===== src/rtl/issue_scheduler.sv =====
// In-order single-issue scheduler with register scoreboard and MUL occupancy.
// Optional perf counters (issue_cnt, stall_cnt) when ISSUE_PERF_CNT_EN is defined.
module issue_scheduler #(
  parameter int NUM_REGS = 32,
  parameter int MUL_LAT  = 3
) (
  input  logic        clk,
  input  logic        rst_n,
  input  logic        q_empty,
  output logic        q_r_en,
  input  logic [4:0]  head_rs1,
  input  logic [4:0]  head_rs2,
  input  logic [4:0]  head_rd,
  input  logic        head_rd_wen,
  input  logic [1:0]  head_fu,
  input  logic        lsu_ready,
  input  logic        wb_valid,
  input  logic [4:0]  wb_rd,
  input  logic        flush,
  output logic        issue_alu,
  output logic        issue_mul,
  output logic        issue_lsu,
`ifdef ISSUE_PERF_CNT_EN
  output logic [31:0] issue_cnt,
  output logic [31:0] stall_cnt,
`endif
  output logic        stalled
);

  typedef enum logic {
    RUN   = 1'b0,
    FLUSH = 1'b1
  } state_t;

  localparam logic [1:0] FU_ALU = 2'd0;
  localparam logic [1:0] FU_MUL = 2'd1;
  localparam logic [1:0] FU_LSU = 2'd2;
  localparam logic [1:0] FU_NOP = 2'd3;

  // The issue cycle itself counts as the first occupied cycle.
  localparam logic [3:0] MUL_LOAD = 4'(MUL_LAT - 1);

  state_t              state_q, state_d;
  logic [NUM_REGS-1:0] sb_q, sb_d;
  logic [NUM_REGS-1:0] sb_view;
  logic [NUM_REGS-1:0] wb_mask;
  logic [NUM_REGS-1:0] set_mask;
  logic [3:0]          mul_cnt_q, mul_cnt_d;
  logic                hazard;
  logic                unit_ok;
  logic                can_issue;

  // FSM state register.
  always_ff @(posedge clk) begin
    if (!rst_n) state_q <= RUN;
    else        state_q <= state_d;
  end

  // Next state: one FLUSH cycle after each flush request.
  always_comb begin
    state_d = state_q;
    unique case (state_q)
      RUN:     state_d = flush ? FLUSH : RUN;
      FLUSH:   state_d = flush ? FLUSH : RUN;
      default: state_d = RUN;
    endcase
  end

  // Writeback clear mask and issue set mask, x0 never tracked.
  always_comb begin
    wb_mask  = '0;
    set_mask = '0;
    for (int i = 1; i < NUM_REGS; i++) begin
      wb_mask[i]  = wb_valid && (wb_rd == 5'(i));
      set_mask[i] = q_r_en && head_rd_wen && (head_rd == 5'(i));
    end
  end

  // Hazard check against scoreboard with same-cycle writeback bypass.
  always_comb begin
    sb_view = sb_q & ~wb_mask;
    hazard  = sb_view[head_rs1] || sb_view[head_rs2] ||
              (head_rd_wen && sb_view[head_rd]);
  end

  // Target unit availability.
  always_comb begin
    unit_ok = 1'b0;
    unique case (1'b1)
      head_fu == FU_ALU: unit_ok = 1'b1;
      head_fu == FU_MUL: unit_ok = (mul_cnt_q == 4'd0);
      head_fu == FU_LSU: unit_ok = lsu_ready;
      head_fu == FU_NOP: unit_ok = 1'b1;
      default:           unit_ok = 1'b0;
    endcase
  end

  // Issue decision and strobes, all gated low while in reset.
  always_comb begin
    can_issue = rst_n && (state_q == RUN) && !q_empty &&
                !hazard && unit_ok && !flush;
    q_r_en    = can_issue;
    issue_alu = can_issue && (head_fu == FU_ALU);
    issue_mul = can_issue && (head_fu == FU_MUL);
    issue_lsu = can_issue && (head_fu == FU_LSU);
    stalled   = rst_n && !q_empty && !can_issue;
  end

  // Scoreboard and MUL counter next values; set wins over clear.
  always_comb begin
    sb_d      = (sb_q & ~wb_mask) | set_mask;
    mul_cnt_d = mul_cnt_q;
    if (issue_mul)
      mul_cnt_d = MUL_LOAD;
    else if (mul_cnt_q != 4'd0)
      mul_cnt_d = mul_cnt_q - 4'd1;
    if (flush) begin
      sb_d      = '0;
      mul_cnt_d = 4'd0;
    end
    sb_d[0] = 1'b0;
  end

  // Scoreboard and MUL occupancy registers.
  always_ff @(posedge clk) begin
    if (!rst_n) begin
      sb_q      <= '0;
      mul_cnt_q <= 4'd0;
    end else begin
      sb_q      <= sb_d;
      mul_cnt_q <= mul_cnt_d;
    end
  end

`ifdef ISSUE_PERF_CNT_EN
  // Free-running issue and stall event counters.
  always_ff @(posedge clk) begin
    if (!rst_n) begin
      issue_cnt <= 32'd0;
      stall_cnt <= 32'd0;
    end else begin
      if (q_r_en)  issue_cnt <= issue_cnt + 32'd1;
      if (stalled) stall_cnt <= stall_cnt + 32'd1;
    end
  end
`endif

endmodule

===== config.mk =====
export PLATFORM = sky130hd
export DESIGN_NAME = issue_scheduler
export DESIGN_NICKNAME = d
export VERILOG_FILES = /design/src/rtl/issue_scheduler.sv
export SDC_FILE = /design/constraint.sdc
export NUM_CORES = 1
export LEC_CHECK = 0
export CAP_MARGIN = 15
export CORE_UTILIZATION = 51
export CTS_CLUSTER_DIAMETER = 30
export DETAILED_ROUTE_END_ITERATION = 8
export GPL_ROUTABILITY_DRIVEN = 1
export PLACE_DENSITY = 0.81
export RECOVER_POWER = 25
export SLEW_MARGIN = 20
export SYNTH_ARGS = -nofsm -noshare
export SYNTH_HDL_FRONTEND = slang
export SYNTH_SLANG_ARGS = --single-unit

===== constraint.sdc =====
create_clock -name clk -period 5.4 [get_ports clk]
set_input_delay 0.54 -clock clk [delete_from_list [all_inputs] [get_ports clk]]
set_output_delay 0.54 -clock clk [all_outputs]
set_load 0.01 [all_outputs]

==> impl_metrics.py <==
metrics = {
    "logic_synthesis": {
        "syn_area_um2": 3060,
        "synth_area_leader_cell": "dfxtp_1",
        "ys.flop_type": "dfxtp_1",
        "yosysUniqueCellTypes": 62,
        "yosys_warnings": 0,
        "synth.net_count": 426,
        "postSynthCellCount": 394,
        "async_flop_share_pct": 0,
        "synth_edf_count": 0,
        "yosysSeqAreaShare_pct": 23.6,
        "yosysTopAreaCellShare_pct": 23.6,
        "syn_area_per_cell_um2": 7.75,
        "synth_area_leaders": "dfxtp_1 (24%), o21ai_0 (5.9%), o32ai_1 (5.7%), nand2_1 (4.9%), mux2_2 (3.3%)",
        "synth_seq_cells": 36,
    },
    "clock_network": {
        "clk-insertion-delay-late_ns": 0.29,
        "cts_buffers": 5,
        "cts.sinks": 36,
        "htreeDepth": 2,
        "cts_tree": "done",
        "clk_pin_slew_ns": 0.07,
        "postCtsSetupBuffers": 0,
        "clockBufferDepth": 2,
        "postCtsHoldBufs": 0,
        "root_buffer": "clkbuf_8",
        "ctsResizeCount": 0,
    },
    "sta": {
        "report.final.slew_viol_count": 0,
        "skew_ns": 0.00406,
        "finalSetupViolCount": 0,
        "period_share_pct": 90.5,
        "hold_violations": 0,
        "hold_slack_ns": 0.492,
        "fin_crit_ns": 4.89,
        "relSlewSlack_pct": 7.65,
        "max_freq_ghz": 0.205,
        "tightest_slew_ns": 1.39,
        "setup_tns_ns": 0,
        "rsz0062_at_grt": "false",
    },
    "critical_path": {
        "r2r_slack_ns": 2.09,
        "slowest_delay_ns": 0.67,
        "startpoint_type": "input pin",
        "worstReg2RegEnd": "sb_q[19]",
        "cp_max_fo": 11,
        "rr_worst_depth": 9,
        "rr_startpoint": "sb_q[15]",
        "arrival_ns": 4.35,
        "end_kind": "output pin",
        "cp_cell_sequence": "dlygate4sd3_1, nand4b_1, o21ai_0, mux2i_1, o311ai_0, o2111ai_1, a311oi_1, nand2_2, inv_1, clkdlybuf4s50_1",
        "required_ns": 4.86,
        "critical_path.slowest_cell": "dlygate4sd3_1",
        "critPathKind": "in2out",
        "critPathBufInv": 3,
        "path_delay_family": "compound AO/OA/AOI/OAI gates",
    },
    "detailed_routing": {
        "drc": 1,
        "wl_per_cell_um": 21.9,
        "vias_per_cell": 7.32,
        "antenna_left": 0,
        "vias": 3514,
        "wirelength_um": 10500,
        "initialDrtViolationCount": 419,
        "firstDrtPassIters": 8,
    },
    "grt": {
        "overflow": 0,
        "grt_pass1_vias": 3193,
        "antenna_found_initial": 0,
        "track_usage_pct": 34.6,
        "grt_max_degree": 31,
        "grt_pass1_wl_um": 16700,
    },
    "floorplanning": {
        "fp-row-count": 27,
        "start_util_pct": 54.2,
        "die_w_um": 79.4,
        "top_level_ports": 34,
        "die_y_um": 79.4,
        "dieArea_um2": 6300,
        "core_um2": 5640,
    },
    "hold_path": {
        "hold_start": "mul_cnt_q[3]",
        "hold_path_class": "reg2reg",
        "hold-path-cell-count": 1,
        "hold_path_end": "mul_cnt_q[3]",
    },
    "placed_design": {
        "hpwl_um": 7800,
        "numPortBuffers": 33,
        "routabilityCongestion": 1.10,
    },
    "layout": {
        "num-fill-cells": 485,
        "final_layout_size_suffix_gt1_share_pct": 10.0,
        "final_common_cell": "nand2_1",
        "syn_to_final_growth_pct": 14.2,
        "final_cell_mix": "nand2_1 (40), o21ai_0 (36), dfxtp_1 (36), clkdlybuf4s50_1 (31), nor2_1 (22)",
        "final_nets": 439,
        "diodes": 0,
    },
    "outcome": {
        "violations": "design-rule violations",
        "status": "finished with violations",
    },
    "power": {
        "max-vdd-ir-drop_mv": 0.142,
        "leakage_nw": 1.14,
        "power_density_nw_per_um2": 184,
    },
    "flow_run": {
        "maxCapViolCount": 0,
    },
}
-- logic make-up (layout without fill, tap and decap cells) --
logic type	Yosys count	in the layout	synth area share [%]
compound gates	140	140	33.5
fa+ha+maj	3	3	1.23
flops	36	36	23.6
mux	22	22	8.80
buf+inv	53	67	7.70
simple gates	133	133	23.2
xor+xnor	7	7	2.01
-- metal layers --
metal	global-route usage (%)	share of wire [%]	up-vias
met2	51.9	43	299
met5	0	0	-
met4	15.6	4.0	0
li1	-	-	1552
met3	10.9	15	56
met1	45.0	39	1607
-- worst max-delay path by stage --
stage / from / endpoint / cells past startpoint
6_report: wb_rd[2] / q_r_en / 10
5_1_grt: wb_rd[2] / stalled / 11
2_1_floorplan: head_rs1[0] / issue_mul / 10
3_5_place_dp: wb_rd[1] / stalled / 12
3_3_place_gp: wb_rd[1] / q_r_en / 11
4_1_cts: wb_rd[1] / stalled / 12
-- cells in the mapped netlist, drive strengths merged, types with 6 or more instances --
master and instances:
nor2b 9, o21ai 43, o32ai 22, mux2i 10, nor2 22, dfxtp 36, clkbuf 22, inv 12
o311ai 8, o211ai 11, mux2 9, nand2 41, a31oi 6, a21oi 8, nand2b 7, buf 19
nor3 12, o2111ai 6, nand4 10
-- sequential cells by signal, indices dropped and copies added, names as in the netlist --
register / flops
state_q: 1
sb_q: 31
mul_cnt_q: 4
-- layout make-up --
class / count / area, µm² / share of cell area [%]
Clock buffer: 6 / 72.6 / 2.08
Clock inverter: 2 / 35.0 / 1.00
Inverter: 12 / 45.0 / 1.29
Multi-Input combinational cell: 305 / 2090 / 60.0
Sequential cell: 36 / 721 / 20.7
Tap cell: 72 / 90.1 / 2.58
Timing Repair Buffer: 47 / 432 / 12.4
-- metrics by stage --
step	power, mW	setup WS, ns	instance area, µm²	std cells	util, %
final	0.640	0.512	3490	480	61.8
after global routing	0.662	0.343	3490	480	61.8
after CTS	0.638	0.878	3500	480	62.0
after detailed placement	0.408	0.888	3390	472	60.1
after global placement	0.409	0.855	3390	472	60.1
after floorplan	0.358	2.24	3060	394	-
-- report_power, final --
| part | total, mW | switching [mW] | internal, mW |
|---|---|---|---|
| logic | 0.140 | 0.0871 | 0.0529 |
| registers | 0.266 | 0.000275 | 0.266 |
| clock network | 0.234 | 0.0972 | 0.137 |
| total | 0.640 | 0.185 | 0.456 |
(Power assumes the default switching activity.)
